### src/rtl/muldiv_iter_pkg.sv
// Shared encodings for the iterative multiply/divide unit: op_i codes and FSM states.
package muldiv_iter_pkg;

    localparam logic [1:0] MULDIV_MULTU = 2'b00;
    localparam logic [1:0] MULDIV_MULT  = 2'b01;
    localparam logic [1:0] MULDIV_DIVU  = 2'b10;
    localparam logic [1:0] MULDIV_DIV   = 2'b11;

    typedef enum logic [1:0] {
        StIdle    = 2'd0,
        StDivZero = 2'd1,
        StBusy    = 2'd2,
        StDone    = 2'd3
    } muldiv_state_e;

endpackage

### src/rtl/muldiv_negate.sv
// Conditional two's-complement negate, used for operand magnitude and result sign fix-up.
module muldiv_negate #(
    parameter int unsigned WIDTH = 32
) (
    input  logic             neg_i,
    input  logic [WIDTH-1:0] a_i,
    output logic [WIDTH-1:0] y_o
);

    assign y_o = neg_i ? (~a_i + WIDTH'(1)) : a_i;

endmodule

### src/rtl/muldiv_iter.sv
// Iterative one-bit-per-cycle MULT/MULTU/DIV/DIVU unit producing a {HI, LO} pair.
module muldiv_iter
    import muldiv_iter_pkg::*;
#(
    parameter int unsigned WIDTH = 32
) (
    input  logic               clk,
    input  logic               rst,
    input  logic               start_i,
    input  logic [1:0]         op_i,
    input  logic [WIDTH-1:0]   opdata1_i,
    input  logic [WIDTH-1:0]   opdata2_i,
    input  logic               annul_i,
    output logic [2*WIDTH-1:0] result_o,
    output logic               ready_o,
    output logic               busy_o,
    output logic               stallreq_o
);

    localparam int unsigned CNT_W = $clog2(WIDTH) + 1;
    localparam int unsigned AW    = 2 * WIDTH + 1;

    muldiv_state_e state_q, state_d;

    logic               div_q, div_d;
    logic               neg_quo_q, neg_quo_d;
    logic               neg_rem_q, neg_rem_d;
    logic [WIDTH-1:0]   addend_q, addend_d;
    logic [AW-1:0]      acc_q, acc_d;
    logic [CNT_W-1:0]   cnt_q, cnt_d;
    logic [2*WIDTH-1:0] result_q, result_d;

    logic               op_signed, op_div, s1, s2, accept, cnt_last;
    logic [WIDTH-1:0]   mag1, mag2;
    logic [WIDTH:0]     mul_sum, div_diff;
    logic [AW-1:0]      mul_step, div_sh, div_step, acc_step;
    logic [2*WIDTH-1:0] prod_fix, final_res;
    logic [WIDTH-1:0]   quo_fix, rem_fix;

    assign op_signed = op_i[0];
    assign op_div    = op_i[1];
    assign s1        = op_signed & opdata1_i[WIDTH-1];
    assign s2        = op_signed & opdata2_i[WIDTH-1];
    assign accept    = start_i & ~annul_i;
    assign cnt_last  = (cnt_q == CNT_W'(WIDTH - 1));

    muldiv_negate #(.WIDTH(WIDTH)) u_neg_op1 (.neg_i(s1), .a_i(opdata1_i), .y_o(mag1));
    muldiv_negate #(.WIDTH(WIDTH)) u_neg_op2 (.neg_i(s2), .a_i(opdata2_i), .y_o(mag2));

    // Multiply: acc = {carry, hi, lo}; lo starts as the multiplier and shifts out LSB-first.
    assign mul_sum  = {1'b0, acc_q[2*WIDTH-1:WIDTH]} + (acc_q[0] ? {1'b0, addend_q} : '0);
    assign mul_step = {1'b0, mul_sum, acc_q[WIDTH-1:1]};

    // Restoring divide: shift {rem, quo} left, keep the subtraction only if it did not borrow.
    assign div_sh   = {acc_q[2*WIDTH-1:0], 1'b0};
    assign div_diff = div_sh[AW-1:WIDTH] - {1'b0, addend_q};
    assign div_step = div_diff[WIDTH] ? div_sh : {div_diff, div_sh[WIDTH-1:1], 1'b1};

    assign acc_step = div_q ? div_step : mul_step;

    muldiv_negate #(.WIDTH(2 * WIDTH)) u_neg_prod (
        .neg_i(neg_quo_q),
        .a_i  (acc_step[2*WIDTH-1:0]),
        .y_o  (prod_fix)
    );
    muldiv_negate #(.WIDTH(WIDTH)) u_neg_quo (
        .neg_i(neg_quo_q),
        .a_i  (acc_step[WIDTH-1:0]),
        .y_o  (quo_fix)
    );
    muldiv_negate #(.WIDTH(WIDTH)) u_neg_rem (
        .neg_i(neg_rem_q),
        .a_i  (acc_step[2*WIDTH-1:WIDTH]),
        .y_o  (rem_fix)
    );

    assign final_res = div_q ? {rem_fix, quo_fix} : prod_fix;

    always_ff @(posedge clk or negedge rst) begin
        if (!rst) begin
            state_q <= StIdle;
        end else begin
            state_q <= state_d;
        end
    end

    always_comb begin
        state_d = state_q;
        unique case (state_q)
            StIdle: begin
                if (accept) begin
                    state_d = (op_div && opdata2_i == '0) ? StDivZero : StBusy;
                end
            end
            StDivZero: state_d = annul_i ? StIdle : StDone;
            StBusy: begin
                if (annul_i) begin
                    state_d = StIdle;
                end else if (cnt_last) begin
                    state_d = StDone;
                end
            end
            StDone:  state_d = (annul_i || !start_i) ? StIdle : StDone;
            default: state_d = StIdle;
        endcase
    end

    always_comb begin
        ready_o = (state_q == StDone);
        busy_o  = (state_q != StIdle);
    end

    assign stallreq_o = start_i & ~ready_o;
    assign result_o   = result_q;

    always_comb begin
        div_d     = div_q;
        neg_quo_d = neg_quo_q;
        neg_rem_d = neg_rem_q;
        addend_d  = addend_q;
        acc_d     = acc_q;
        cnt_d     = cnt_q;
        result_d  = result_q;
        unique case (state_q)
            StIdle: begin
                if (accept) begin
                    div_d     = op_div;
                    neg_quo_d = s1 ^ s2;
                    neg_rem_d = s1;
                    cnt_d     = '0;
                    if (op_div) begin
                        addend_d = mag2;
                        // Divide-by-zero parks the raw dividend/all-ones result in acc.
                        acc_d    = (opdata2_i == '0) ? {1'b0, opdata1_i, {WIDTH{1'b1}}}
                                                     : {1'b0, {WIDTH{1'b0}}, mag1};
                    end else begin
                        addend_d = mag1;
                        acc_d    = {1'b0, {WIDTH{1'b0}}, mag2};
                    end
                end
            end
            StDivZero: begin
                if (!annul_i) begin
                    result_d = acc_q[2*WIDTH-1:0];
                end
            end
            StBusy: begin
                if (!annul_i) begin
                    acc_d = acc_step;
                    cnt_d = cnt_q + CNT_W'(1);
                    if (cnt_last) begin
                        result_d = final_res;
                    end
                end
            end
            default: ;
        endcase
    end

    always_ff @(posedge clk or negedge rst) begin
        if (!rst) begin
            div_q     <= 1'b0;
            neg_quo_q <= 1'b0;
            neg_rem_q <= 1'b0;
            addend_q  <= '0;
            acc_q     <= '0;
            cnt_q     <= '0;
            result_q  <= '0;
        end else begin
            div_q     <= div_d;
            neg_quo_q <= neg_quo_d;
            neg_rem_q <= neg_rem_d;
            addend_q  <= addend_d;
            acc_q     <= acc_d;
            cnt_q     <= cnt_d;
            result_q  <= result_d;
        end
    end

endmodule
### config.mk
export PLATFORM = sky130hd
export DESIGN_NAME = muldiv_iter
export DESIGN_NICKNAME = d
export VERILOG_FILES = /design/src/rtl/muldiv_iter_pkg.sv /design/src/rtl/muldiv_negate.sv /design/src/rtl/muldiv_iter.sv
export SDC_FILE = /design/constraint.sdc
export NUM_CORES = 1
export LEC_CHECK = 0
export BUFFER_PORTS_ARGS = -buffer_cell sky130_fd_sc_hd__buf_4
export CAP_MARGIN = 5
export CORE_MARGIN = 4
export CORE_UTILIZATION = 25
export DETAILED_ROUTE_END_ITERATION = 12
export GPL_ROUTABILITY_DRIVEN = 0
export PLACE_DENSITY = 0.43
export SYNTH_ARGS = -nofsm -noshare
export SYNTH_HDL_FRONTEND = slang
export SYNTH_HIERARCHICAL = 1
export SYNTH_SLANG_ARGS = --single-unit
### constraint.sdc
create_clock -name clk -period 4.9 [get_ports clk]
set_input_delay 0.49 -clock clk [delete_from_list [all_inputs] [get_ports clk]]
set_output_delay 0.49 -clock clk [all_outputs]
set_load 0.02 [all_outputs]
==> results of run 1 <==
[layer usage]
| layer | wire, um | up-vias | global-route usage [%] |
|---|---|---|---|
| met5 | 0 | - | 0 |
| met4 | 1970 | 0 | 5.38 |
| met3 | 4670 | 83 | 3.14 |
| met2 | 32800 | 582 | 29.0 |
| met1 | 35900 | 8831 | 27.7 |
| li1 | - | 8749 | - |
[cell type report]
| class | instances | area share (%) |
|---|---|---|
| Sequential cell | 171 | 18.1 |
| Tap cell | 950 | 5.01 |
| Clock buffer | 19 | 1.91 |
| Inverter | 61 | 0.966 |
| Clock inverter | 12 | 0.654 |
| Multi-Input combinational cell | 1858 | 58.1 |
| Antenna cell | 1 | 0.0106 |
| Timing Repair Buffer | 462 | 15.2 |
[repair_timing]
action | in CTS | in global routing
hold buffers | 0 | 0
gates resized for setup | 78 | 88
pin swaps | 19 | 47
endpoints found under the setup margin | 26 | 40
setup buffers | 12 | 24
[placed cells by master (no fill, tap or decap), types with 32 or more instances in the layout]
| cell type | synthesis | layout |
|---|---|---|
| xnor2_1 | 211 | 211 |
| o31ai_1 | 55 | 43 |
| mux2_2 | 42 | 41 |
| a21oi_1 | 128 | 116 |
| mux2i_1 | 155 | 152 |
| dfrtp_1 | 171 | 167 |
| nand2_1 | 320 | 318 |
| xor2_1 | 32 | 32 |
| and2_1 | 39 | 38 |
| nor2_1 | 68 | 66 |
| ha_1 | 74 | 69 |
| buf_4 | 6 | 443 |
| inv_1 | 60 | 59 |
| a21o_1 | 37 | 36 |
| o21ai_0 | 277 | 244 |
[stage by stage]
| stage | instances | utilization, % | hold WS (ns) | total power, mW | area, sq um |
|---|---|---|---|---|---|
| 2_1_floorplan | 2210 | - | 0.194 | 11.7 | 18200 |
| 3_3_place_gp | 3467 | 30.9 | 0.467 | 17.5 | 22200 |
| 3_5_place_dp | 3467 | 30.9 | 0.471 | 17.5 | 22200 |
| 4_1_cts | 3510 | 32.3 | 0.00460 | 19.6 | 23100 |
| 5_1_grt | 3533 | 33.1 | 0.0173 | 21.8 | 23700 |
| 6_report | 3534 | 33.1 | -0.0273 | 20.3 | 23700 |
[worst paths after layout]
kind,endpoint,depth (start not counted),startpoint,slack [ns]
max,result_o[63],23,addend_q[0],-0.13
min,acc_q[52],1,rst,-0.03
max reg2reg,result_o[63],23,addend_q[0],-0.13
min reg2reg,result_o[20],2,result_o[20],0.48
max in group asynchronous,result_o[39],2,rst,3.76
min in group clk,neg_quo_q,3,op_i[0],0.29
[worst reg2reg max path: stages, from the launching register on]
cell,delay [ns]
dfrtp_1,0.43
buf_6,0.14
and2_1,0.15
ha_2,0.19
fa_2,0.42
a21oi_4,0.16
o21ai_2,0.09
a21oi_1,0.16
buf_4,0.15
o21ai_4,0.08
a21boi_4,0.28
o31ai_4,0.11
a21oi_2,0.16
xnor2_1,0.13
mux2i_1,0.11
or4_4,0.55
or3_4,0.40
or4_4,0.44
o31ai_4,0.25
xnor2_1,0.09
mux2i_1,0.16
nand2_1,0.07
o21ai_1,0.12
o21ai_1,0.07
[report_power, final]
group          internal (mW)  leakage (nW)  total (mW)  switching (mW)
sequential              2.04          2.17        2.71           0.672
clock                  0.792         0.297        1.52           0.727
combinational           7.19          7.64        16.0            8.83
total                   10.0          10.1        20.3            10.2
[sequential cells by signal, summed over array words and instances (netlist names)]
register,count
cnt_q,6
result_o,64
div_q,1
neg_rem_q,1
state_q,2
acc_q,64
addend_q,32
neg_quo_q,1
[cells by family (layout without fill, tap and decap cells)]
kind of cell	after synthesis	count (layout)	share of synthesized area, %
AOI/OAI and AO/OA	672	672	24.2
and+or+nand+nor	670	670	19.9
xor gates and xnor gates	243	243	11.7
muxes	197	197	11.2
buffers and inverters	181	554	4.08
DFF	171	171	23.6
adders and majority gates	76	76	5.33
other	0	1	0
==> summary.md, run 1 <==
| Metric | Value |
|---|---|
| Delay-heaviest family, CP | `simple AND/OR/NAND/NOR gates` |
| Clock Path Buffers | `2` |
| Dpl ws | `-0.841 ns` |
| Worst Slack Setup Final | `-0.128 ns` |
| Count leader, synth | `nand2_1` |
| Core area | `71700 sq um` |
| Worst Hold Margin | `-0.0273 ns` |
| Mapped Area | `18100 sq um` |
| Hold Fails Final Rpt | `4` |
| GRT Util Overall | `19.0%` |
| Final wirelength | `75300 um` |
| CTS sink cnt | `171` |
| Hold WC Path Type | `input pin to asynchronous set/reset pin` |
| Hpwl dp | `59300 um` |
| Top-area cell type share of the netlist area | `23.6%` |
| Latest clock arrival within the worst-skew pair | `0.51 ns` |
| First-pass GRT wire length | `113000 um` |
| Fin Clk Skew | `0.0144 ns` |
| Sequential area share after synthesis | `23.6%` |
| CTS buffer count | `17` |
| Vias in the first global route | `17700` |
| Failing checks | `negative hold slack, negative setup slack` |
| P&R area growth vs syn | `30.8%` |
| Nets | `2717` |
| # fillers | `7666` |
| Pwr dens | `854 nW/um^2` |
| 1st-pass router iterations | `5` |
| Full die area | `76900 sq um` |
| Avg WL per Cell | `21.3 um` |
| Final TNS setup | `-0.242 ns` |
| Cell variety after synth | `88` |
| CTS tree | `built` |
| Setup crit end kind | `register` |
| # IOs | `137` |
| Antenna violations before repair | `7` |
| Mean Syn Cell Area | `8.21 sq um` |
| Port buffer count | `136` |
| Crit-path max FO | `3` |
| Peak VDD IR | `0.510 mV` |
| Synth Instances | `2210` |
| Die Y | `277 um` |
| Slowest cell on the critical path | `or4_4` |
| Endpoints failing setup | `5` |
| DRT iter0 DRCs | `1450` |
| Synth Net Count | `2356` |
| Core Rows | `98` |
| Area leader, netlist | `dfrtp_1` |
| Antenna-violating nets left | `0` |
| Top post-synthesis cells by area | `dfrtp_1 (24%), xnor2_1 (10%), mux2i_1 (8.6%)` |
| Starting Density | `25.3%` |
| Slew Viols, Final | `0` |
| Worst path cell trace | `buf_6 -> and2_1 -> ha_2 -> fa_2 -> a21oi_4 -> o21ai_2 -> a21oi_1 -> buf_4 -> o21ai_4 -> a21boi_4 -> o31ai_4 -> a21oi_2 -> xnor2_1 -> mux2i_1 -> or4_4 -> or3_4 -> or4_4 -> o31ai_4 -> xnor2_1 -> mux2i_1 -> nand2_1 -> o21ai_1 -> o21ai_1` |
| Total gr overflow | `0` |
| Tcrit/Tclk final | `103%` |
| DR vias | `18200` |
| Die Wd | `277 um` |
| RSZ-0062 raised after global routing | `true` |
| Top FF cell, synth | `dfrtp_1` |
| Multi-input gate area | `13800 sq um` |
| Yosys warns | `6` |
| Top post-synthesis cells by count | `nand2_1 (320), o21ai_0 (277), xnor2_1 (211)` |
| Async set or reset register ratio after synthesis | `100%` |
| Startpoint types | `register` |
| Yosys reg bits | `171` |
| Fmax | `0.199 GHz` |
| WP data arrival | `5.40 ns` |
| CP bufs+invs | `2` |
| Storage cell area | `4290 sq um` |
| Status | `complete, but fails checks` |
| Pin count of the biggest net entering global routing | `210` |
| Root Driver | `clkbuf_16` |
| Maxcap violations | `0` |
| Crit path kind | `register to register` |
| H-tree depth | `4` |
| CP required | `5.28 ns` |
| Slew headroom | `12.1%` |
| Fin crit period | `5.03 ns` |
| Drt via density | `5.16` |
| DRC violations left | `0` |
| EDFF count, synth | `0` |
| Share of cells above drive strength 1 | `28.4%` |
| Slew at the pin closest to its max-slew limit | `1.32 ns` |
| Crit-path max cell delay | `0.55 ns` |
| Clk pin slew, worst setup/hold paths | `0.07 ns` |
| Pleak | `10.1 nW` |
No activity file was read; power rests on OpenSTA's default activity.
==> run 2, diff against run 1 <==
--- a/config.mk
+++ b/config.mk
@@ -7,6 +7,7 @@
 export LEC_CHECK = 0
 export BUFFER_PORTS_ARGS = -buffer_cell sky130_fd_sc_hd__buf_4
 export CAP_MARGIN = 5
+export CORE_ASPECT_RATIO = 1.5
 export CORE_MARGIN = 4
 export CORE_UTILIZATION = 25
 export DETAILED_ROUTE_END_ITERATION = 12
@@ -16,3 +17,4 @@
 export SYNTH_HDL_FRONTEND = slang
 export SYNTH_HIERARCHICAL = 1
 export SYNTH_SLANG_ARGS = --single-unit
+export TNS_END_PERCENT = 10
==> summary.md, run 2 (synthesis gave the netlist of run 1 again) <==
| Metric | Value |
|---|---|
| Status | `complete, but fails checks` |
| Failing checks | `negative setup slack` |
| Placed Cells | `3464` |
| Worst Slack Setup Final | `-0.143 ns` |
| Most common cell after layout, fill and taps aside | `buf_4` |
| # IOs | `137` |
| Fin Clk Skew | `0.0258 ns` |
| DR vias | `18300` |
| Crit path depth | `27` |
| Die Y | `338 um` |
| Hpwl dp | `66700 um` |
| Vias in the first global route | `19100` |
| Hold Startpoint | `op_i[0]` |
| Crit path kind | `register to register` |
| CP required | `5.27 ns` |
| Antenna violations before repair | `2` |
| CP Capture Point | `result_o[57]` |
| Hold WC Path Type | `input pin to register` |
| Crit-path max cell delay | `0.39 ns` |
| First-pass GRT wire length | `121000 um` |
| Setup crit end kind | `register` |
| Delay-heaviest family, CP | `compound AO/OA/AOI/OAI gates` |
| R2R depth | `27` |
| Pwr Total | `20.7 mW` |
| Worst reg2reg startpoint | `addend_q[0]` |
| Antenna-violating nets left | `0` |
| RR Endpoint | `result_o[57]` |
| Full die area | `77000 sq um` |
| Latest clock arrival within the worst-skew pair | `0.50 ns` |
| Starting Density | `25.3%` |
| Share of cells above drive strength 1 | `28.7%` |
| Pleak | `10.2 nW` |
| Maxcap violations | `0` |
| CTS sink cnt | `171` |
| Final wirelength | `82800 um` |
| Psw | `10.6 mW` |
| Commonest non-fill, non-tap cells in the layout | `buf_4 (469), nand2_1 (318), o21ai_0 (246), xnor2_1 (211), dfrtp_1 (164)` |
| R2R Setup Slk | `-0.14 ns` |
| Slew Viols, Final | `0` |
| WP data arrival | `5.41 ns` |
| GRT Util Overall | `20.9%` |
| Startpoint types | `register` |
| Slew headroom | `16.9%` |
| Endpoints failing setup | `14` |
| H-tree depth | `4` |
| RSZ-0062 raised after global routing | `true` |
| Fmax | `0.198 GHz` |
| Critical Path Start | `addend_q[0]` |
| Avg WL per Cell | `23.5 um` |
| Worst Hold Margin | `0.312 ns` |
| Layout Cells excl Fill | `3528` |
| Internal power | `10.2 mW` |
| Reg power frac | `12.4%` |
| CTS tree | `built` |
| Clock Path Buffers | `2` |
| CTS buffer count | `17` |
| Total gr overflow | `0` |
| Slew at the pin closest to its max-slew limit | `1.25 ns` |
| Port buffer count | `136` |
| Tcrit/Tclk final | `103%` |
| Hold Fails Final Rpt | `0` |
| Die Wd | `228 um` |
| Core Rows | `120` |
| CP bufs+invs | `7` |
| Pin count of the biggest net entering global routing | `103` |
| Sw Share | `51.0%` |
| Nets | `2744` |
| Crit-path max FO | `6` |
| Fin crit period | `5.04 ns` |
| Peak VDD IR | `0.382 mV` |
| Clk pin slew, worst setup/hold paths | `0.08 ns` |
| Hold path depth | `3` |
| Root Driver | `clkbuf_16` |
| DRT iter0 DRCs | `1113` |
| P&R area growth vs syn | `31.2%` |
| Drt via density | `5.20` |
| Clock power frac | `7.4%` |
| Slowest cell on the critical path | `dfrtp_1` |
| DRC violations left | `0` |
| Core Util, Final | `33.2%` |
| Pwr dens | `871 nW/um^2` |
| Core area | `71600 sq um` |
| CP most frequent cell | `buf_6` |
| Comb power frac | `80.1%` |
| 1st-pass router iterations | `5` |
-- run 2: cell count changes in the layout (fill, tap and decap cells not counted), sizes merged --
cell,change
buf,+27
clkbuf,-2
diode,+2
bufinv,+1
clkinv,-1
clkinvlp,+1
dlygate4sd3,+1
-- run 2: power by group through the flow --
| stage | Clock, mW | Combinational (mW) | Sequential, mW |
|---|---|---|---|
| floorplan | 0 | 8.96 | 2.75 |
| global placement | 0 | 15.4 | 2.59 |
| detailed placement | 0 | 15.5 | 2.60 |
| CTS | 1.58 | 16.1 | 2.58 |
| global route | 1.63 | 17.9 | 2.67 |
| finish | 1.54 | 16.6 | 2.58 |
-- run 2: worst min-delay path, delay by kind of cell --
family / cells / cell delay, ns
AND/OR/NAND/NOR: 1 / 0.06
buffers and inverters: 1 / 0.13
AO/OA/AOI/OAI: 1 / 0.07
-- run 2: worst min path at each step --
stage / to / slack (ns)
floorplan: acc_q[0] / 0.19
CTS: neg_quo_q / 0.29
detailed placement: result_o[58] / 0.47
global placement: result_o[55] / 0.47
finish: neg_quo_q / 0.31
global route: neg_quo_q / 0.31
-- run 2: stage by stage --
stage | setup slack [ns] | cell area [sq um] | setup TNS [ns]
3_5_place_dp | -0.552 | 22300 | -8.23
6_report | -0.143 | 23800 | -1.02
3_3_place_gp | -0.540 | 22300 | -7.34
4_1_cts | -0.157 | 23400 | -1.01
2_1_floorplan | -0.00976 | 18200 | -0.0183
5_1_grt | -0.364 | 23800 | -6.40
-- run 2: final cells by class --
type                       count  area (sq um)
fill                        7479         47800
multi-input combinational   1858         13700
sequential                   171          4290
timing repair buffer         489          3790
tap                          915          1140
clock buffer                  18           439
inverter                      61           229
clock inverter                13           180
antenna                        3          7.51
-- run 2: metal layers --
metal	global-route usage, %	vias up	wire (um)
met4	15.4	0	7170
met2	39.1	465	42400
li1	-	8803	-
met5	0	-	0
met3	2.61	193	2670
met1	21.5	8870	30600
-- run 2: timing repair --
item,in CTS,in global routing
pin swaps,26,25
endpoints found under the setup margin,28,42
resized for setup,71,81
cloned,0,1
hold endpoints to repair,49,0
buffers inserted,22,6
hold buffers,1,0
